==> src/rtl/lsu_pkg.sv <==
// Shared encodings for the load/store unit: access ops, memory command codes, FSM states.
package lsu_pkg;

   typedef enum logic [2:0] {
      OP_LB  = 3'b000,
      OP_LBU = 3'b001,
      OP_LW  = 3'b010,
      OP_SB  = 3'b100,
      OP_SW  = 3'b110
   } op_e;

   localparam logic [1:0] MEM_IDLE = 2'b00;
   localparam logic [1:0] MEM_BYTE = 2'b01;
   localparam logic [1:0] MEM_WORD = 2'b11;

   typedef enum logic [1:0] {
      IDLE    = 2'b00,
      ISSUE   = 2'b01,
      CAPTURE = 2'b10,
      RESP    = 2'b11
   } state_e;

endpackage

==> src/rtl/load_extend.sv <==
// Shapes raw memory read data into a load result: word pass-through, byte sign/zero extension.
module load_extend
   import lsu_pkg::*;
(
   input  logic [2:0]  op,
   input  logic [31:0] word,
   output logic [31:0] data_c
);

   always_comb begin
      data_c = '0;
      case (op)
         OP_LB:   data_c = {{24{word[7]}}, word[7:0]};
         OP_LBU:  data_c = {24'b0, word[7:0]};
         OP_LW:   data_c = word;
         default: data_c = '0;
      endcase
   end

endmodule

==> src/rtl/load_store_unit.sv <==
// Single-outstanding load/store unit: checks each request, issues one memory cycle,
// captures load data and holds the response until the pipeline takes it.
module load_store_unit
   import lsu_pkg::*;
#(
   parameter int unsigned MEM_BYTES = 64
) (
   input  logic        clk,
   input  logic        rst_n,
   input  logic        req_valid,
   output logic        req_ready,
   input  logic [2:0]  req_op,
   input  logic [31:0] req_addr,
   input  logic [31:0] req_wdata,
   output logic        resp_valid,
   input  logic        resp_ready,
   output logic [31:0] resp_data,
   output logic        resp_err,
   output logic [1:0]  mem_read,
   output logic [1:0]  mem_write,
   output logic [31:0] mem_address,
   output logic [31:0] mem_word_in,
   input  logic [31:0] mem_word_out
);

   localparam logic [31:0] WORD_MAX = 32'(MEM_BYTES - 4);
   localparam logic [31:0] BYTE_MAX = 32'(MEM_BYTES - 1);

   state_e      state_q, state_d;
   logic [2:0]  op_q, op_d;
   logic        req_ready_d, resp_valid_d, resp_err_d;
   logic [31:0] resp_data_d, mem_address_d, mem_word_in_d;
   logic [1:0]  mem_read_d, mem_write_d;
   logic [31:0] load_data_c;
   logic        is_load_c, is_store_c, is_word_c, legal_c;

   load_extend u_load_extend (
      .op     (op_q),
      .word   (mem_word_out),
      .data_c (load_data_c)
   );

   // Request decode and legality (alignment, range, defined op)
   always_comb begin
      is_load_c  = 1'b0;
      is_store_c = 1'b0;
      is_word_c  = 1'b0;
      case (req_op)
         OP_LB, OP_LBU: is_load_c = 1'b1;
         OP_LW: begin
            is_load_c = 1'b1;
            is_word_c = 1'b1;
         end
         OP_SB: is_store_c = 1'b1;
         OP_SW: begin
            is_store_c = 1'b1;
            is_word_c  = 1'b1;
         end
         default: ;
      endcase
      if (is_word_c)
         legal_c = (req_addr[1:0] == 2'b00) && (req_addr <= WORD_MAX);
      else
         legal_c = (is_load_c || is_store_c) && (req_addr <= BYTE_MAX);
   end

   // Next state and next registered outputs; memory commands are one-cycle pulses
   always_comb begin
      state_d       = state_q;
      op_d          = op_q;
      resp_valid_d  = resp_valid;
      resp_data_d   = resp_data;
      resp_err_d    = resp_err;
      mem_address_d = mem_address;
      mem_word_in_d = mem_word_in;
      mem_read_d    = MEM_IDLE;
      mem_write_d   = MEM_IDLE;

      case (state_q)
         IDLE: begin
            if (req_valid) begin
               op_d = req_op;
               if (legal_c) begin
                  mem_address_d = req_addr;
                  if (is_store_c) begin
                     mem_word_in_d = is_word_c ? req_wdata : {24'b0, req_wdata[7:0]};
                     mem_write_d   = is_word_c ? MEM_WORD : MEM_BYTE;
                  end else begin
                     mem_read_d = is_word_c ? MEM_WORD : MEM_BYTE;
                  end
                  state_d = ISSUE;
               end else begin
                  resp_valid_d = 1'b1;
                  resp_err_d   = 1'b1;
                  resp_data_d  = '0;
                  state_d      = RESP;
               end
            end
         end
         ISSUE: begin
            if (op_q == OP_SB || op_q == OP_SW) begin
               resp_valid_d = 1'b1;
               resp_err_d   = 1'b0;
               resp_data_d  = '0;
               state_d      = RESP;
            end else begin
               state_d = CAPTURE;
            end
         end
         CAPTURE: begin
            resp_valid_d = 1'b1;
            resp_err_d   = 1'b0;
            resp_data_d  = load_data_c;
            state_d      = RESP;
         end
         RESP: begin
            if (resp_ready) begin
               resp_valid_d = 1'b0;
               resp_err_d   = 1'b0;
               resp_data_d  = '0;
               state_d      = IDLE;
            end
         end
         default: state_d = IDLE;
      endcase

      req_ready_d = (state_d == IDLE);
   end

   always_ff @(posedge clk or negedge rst_n) begin
      if (!rst_n) begin
         state_q     <= IDLE;
         op_q        <= OP_LB;
         req_ready   <= 1'b1;
         resp_valid  <= 1'b0;
         resp_data   <= '0;
         resp_err    <= 1'b0;
         mem_read    <= MEM_IDLE;
         mem_write   <= MEM_IDLE;
         mem_address <= '0;
         mem_word_in <= '0;
      end else begin
         state_q     <= state_d;
         op_q        <= op_d;
         req_ready   <= req_ready_d;
         resp_valid  <= resp_valid_d;
         resp_data   <= resp_data_d;
         resp_err    <= resp_err_d;
         mem_read    <= mem_read_d;
         mem_write   <= mem_write_d;
         mem_address <= mem_address_d;
         mem_word_in <= mem_word_in_d;
      end
   end

endmodule

==> config.mk <==
export PLATFORM = sky130hd
export DESIGN_NAME = load_store_unit
export DESIGN_NICKNAME = d
export VERILOG_FILES = /design/src/rtl/lsu_pkg.sv /design/src/rtl/load_extend.sv /design/src/rtl/load_store_unit.sv
export SDC_FILE = /design/constraint.sdc
export NUM_CORES = 1
export LEC_CHECK = 0
export BUFFER_PORTS_ARGS = -buffer_cell sky130_fd_sc_hd__clkbuf_2
export CAP_MARGIN = 20
export CORE_ASPECT_RATIO = 1.4
export CORE_MARGIN = 2
export CORE_UTILIZATION = 30
export CTS_CLUSTER_SIZE = 28
export DETAILED_ROUTE_END_ITERATION = 10
export PLACE_DENSITY_LB_ADDON = 0.12
export SYNTH_ARGS = -nofsm -noshare
export SYNTH_HDL_FRONTEND = slang
export SYNTH_SLANG_ARGS = --single-unit
==> constraint.sdc <==
create_clock -name clk -period 2.32 [get_ports clk]
set_input_delay 0.232 -clock clk [delete_from_list [all_inputs] [get_ports clk]]
set_output_delay 0.232 -clock clk [all_outputs]
set_load 0.01 [all_outputs]
==> flow_metrics.env <==
export IMPL_end_kind="flop"
export IMPL_ios=206
export IMPL_cap_violations=0
export IMPL_hp_start="req_valid"
export IMPL_grt_pass1_vias=3797
export IMPL_grt_pass1_wl_mm=19.51
export IMPL_grt_usage_pct=15.16
export IMPL_area_growth_pct=34.93
export IMPL_wire_per_inst_um=15.64
export IMPL_synth_top_area_share_pct=57.54
export IMPL_clk_latency_ns=0.34
export IMPL_gp_congestion=0.6946
export IMPL_worstPathRequired_ns=2.55
export IMPL_avgSynthCellArea_um2=11.90
export IMPL_fmax_mhz=481.1
export IMPL_routed_wl_mm=12.37
export IMPL_relSlewSlack_pct=67.33
export IMPL_reg2reg_depth=4
export IMPL_grt_max_degree=41
export IMPL_die_y_um=151.4
export IMPL_maxSlewViolCount=0
export IMPL_yosys_area_top_type="dfrtp_1"
export IMPL_rows=53
export IMPL_p_leak_uw=0.003254
export IMPL_port_buffers=205
export IMPL_drtAntennaViolNets=0
export IMPL_fin_total_pwr_uw=5244
export IMPL_route_vias_total=3723
export IMPL_htree_levels=3
export IMPL_final_cell_mix="clkbuf_2, dfrtp_1, a31o_2"
export IMPL_path_class="flop to flop"
export IMPL_r2r_start="state_q[0]"
export IMPL_peakVddDrop_mv=0.3664
export IMPL_worstMarginPinSlew_ns=0.4901
export IMPL_hold_path_cell_count=2
export IMPL_antenna_found_initial=0
export IMPL_drtIter0Drc=151
export IMPL_status="completed"
export IMPL_cts_root_buf="clkbuf_16"
export IMPL_clock_skew_ns=0.009242
export IMPL_synth_edf_count=0
export IMPL_setup_viol=0
export IMPL_hold_path_end="req_ready"
export IMPL_netlist_instances=391
export IMPL_synth_distinct_cells=41
export IMPL_cts_clk_slew_worst_paths_ns=0.08
export IMPL_cts_tree="done"
export IMPL_synth_main_ff_cell="dfrtp_1"
export IMPL_start_util_pct=30.78
export IMPL_final_common_cell="clkbuf_2"
export IMPL_cts_buffer_depth=2
export IMPL_drive_above_1_share_pct=49.58
export IMPL_ys_seq_elements=108
export IMPL_antennaDiodeCount=0
export IMPL_synth_seq_area_share_pct=58.11
export IMPL_rsz0062_at_grt="false"
export IMPL_place_hpwl_mm=9.075
export IMPL_crit_fanout=33
export IMPL_ys_top_cells_by_area="dfrtp_1, a31o_2, mux2i_1"
export IMPL_cts_buffers_inserted=9
export IMPL_crit_arrival_ns=2.31
export IMPL_rr_endpoint="mem_address[5]"
export IMPL_synth_area_mm2=0.004653
export IMPL_ctsResizeCount=0
export IMPL_finalNetCount=697
export IMPL_remaining_drc_errors=0
export IMPL_cts_sinks=108
export IMPL_finalHoldViolCount=0
export IMPL_die_area_mm2=0.01654
export IMPL_fin_crit_sh_pct=89.60
export IMPL_r2r_setup_slack_ns=0.24
export IMPL_worstSetupStartpointType="flop"
export IMPL_min_period_ns=2.079
export IMPL_grt_overflow=0
export IMPL_synth_nets=494
export IMPL_vias_per_cell=4.707
export IMPL_power_density_mw_per_mm2=835.3
export IMPL_worst_slack_ns=0.2413
export IMPL_postCtsSetupBuffers=0
export IMPL_finalSetupTns_ns=0
export IMPL_async_flop_share_pct=100.0
export IMPL_die_w_um=109.3
export IMPL_first_pass_iters=4
export IMPL_yosysWarnings=0
export IMPL_min_path_type="input port to flop"
export IMPL_dpl_worst_slack_ns=0.1668
export IMPL_core_region_area_mm2=0.01512
-- logic make-up (layout without fill, tap and decap cells) --
logic type | Yosys count | count (layout) | synth area share (%)
multiplexers | 40 | 40 | 9.277
buffers and inverters | 56 | 264 | 5.243
flip-flops | 108 | 108 | 58.11
AO/OA/AOI/OAI | 101 | 101 | 16.51
AND/OR/NAND/NOR | 86 | 86 | 10.86
-- sequential cells by signal, indices dropped and copies added, names as in the netlist --
register     count
mem_write        2
mem_read         2
req_ready        1
mem_word_in     32
state_q          2
resp_valid       1
resp_data       32
op_q             3
mem_address     32
resp_err         1
-- synth_stat cells, drive strengths merged (8+ instances only) --
library cell	instances
mux2	16
o2bb2ai	24
mux2i	24
a22o	8
buf	9
and2	27
dfrtp	107
inv	27
a31o	32
nand2	29
clkbuf	20
a21oi	25
-- metal layers --
layer | global-route usage (%) | vias up | share of wire (%)
met5 | 0 | - | 0
met4 | 3.671 | 0 | 0.84
met3 | 3.657 | 6 | 6.6
met2 | 25.37 | 143 | 49
met1 | 19.73 | 1779 | 43
li1 | - | 1795 | -
-- power breakdown --
part	leakage, uW	total [uW]	switching [uW]	internal, uW
combinational	0.00175	1400	797	606
sequential	0.00136	2290	194	2090
clock	0.000144	1550	704	849
-- per-stage QoR --
stage / std cells / hold slack, ns / utilization, % / instance area (um2)
floorplan: 391 / -0.06359 / - / 4653
global placement: 774 / 0.2232 / 39.49 / 5971
detailed placement: 774 / 0.2298 / 39.49 / 5971
CTS: 791 / 0.07742 / 41.53 / 6279
global route: 791 / 0.08519 / 41.53 / 6279
finish: 791 / 0.09568 / 41.53 / 6279
-- timing repair --
action / in CTS / in global routing
hold buffers: 1 / 0
endpoints found under the hold margin: 31 / 0
setup endpoints to repair: 0 / 0
-- final cells by class --
class | instances | area (um2)
Clock buffer | 10 | 229.0
Clock inverter | 6 | 68.82
Fill cell | 1512 | 8841
Inverter | 27 | 101.3
Multi-Input combinational cell | 227 | 1747
Sequential cell | 108 | 2704
Tap cell | 192 | 240.2
Timing Repair Buffer | 221 | 1189
-- worst max path at each step --
stage,to,start,slack (ns),cells past startpoint
6_report,mem_address[5],state_q[0],0.24,4
5_1_grt,mem_word_in[21],state_q[0],0.05,5
4_1_cts,mem_word_in[14],state_q[0],0.21,5
2_1_floorplan,mem_address[3],state_q[0],0.33,7
3_5_place_dp,mem_word_in[14],req_addr[9],0.17,6
3_3_place_gp,mem_address[5],req_addr[13],0.24,5
-- worst max-delay path, stage by stage (launching register included) --
cell and delay [ns]:
dfrtp_1 0.49, nor3b_4 0.31, inv_2 0.09, or4_4 0.72, mux2_4 0.35
Note: power is estimated with default switching activity, not from simulation.
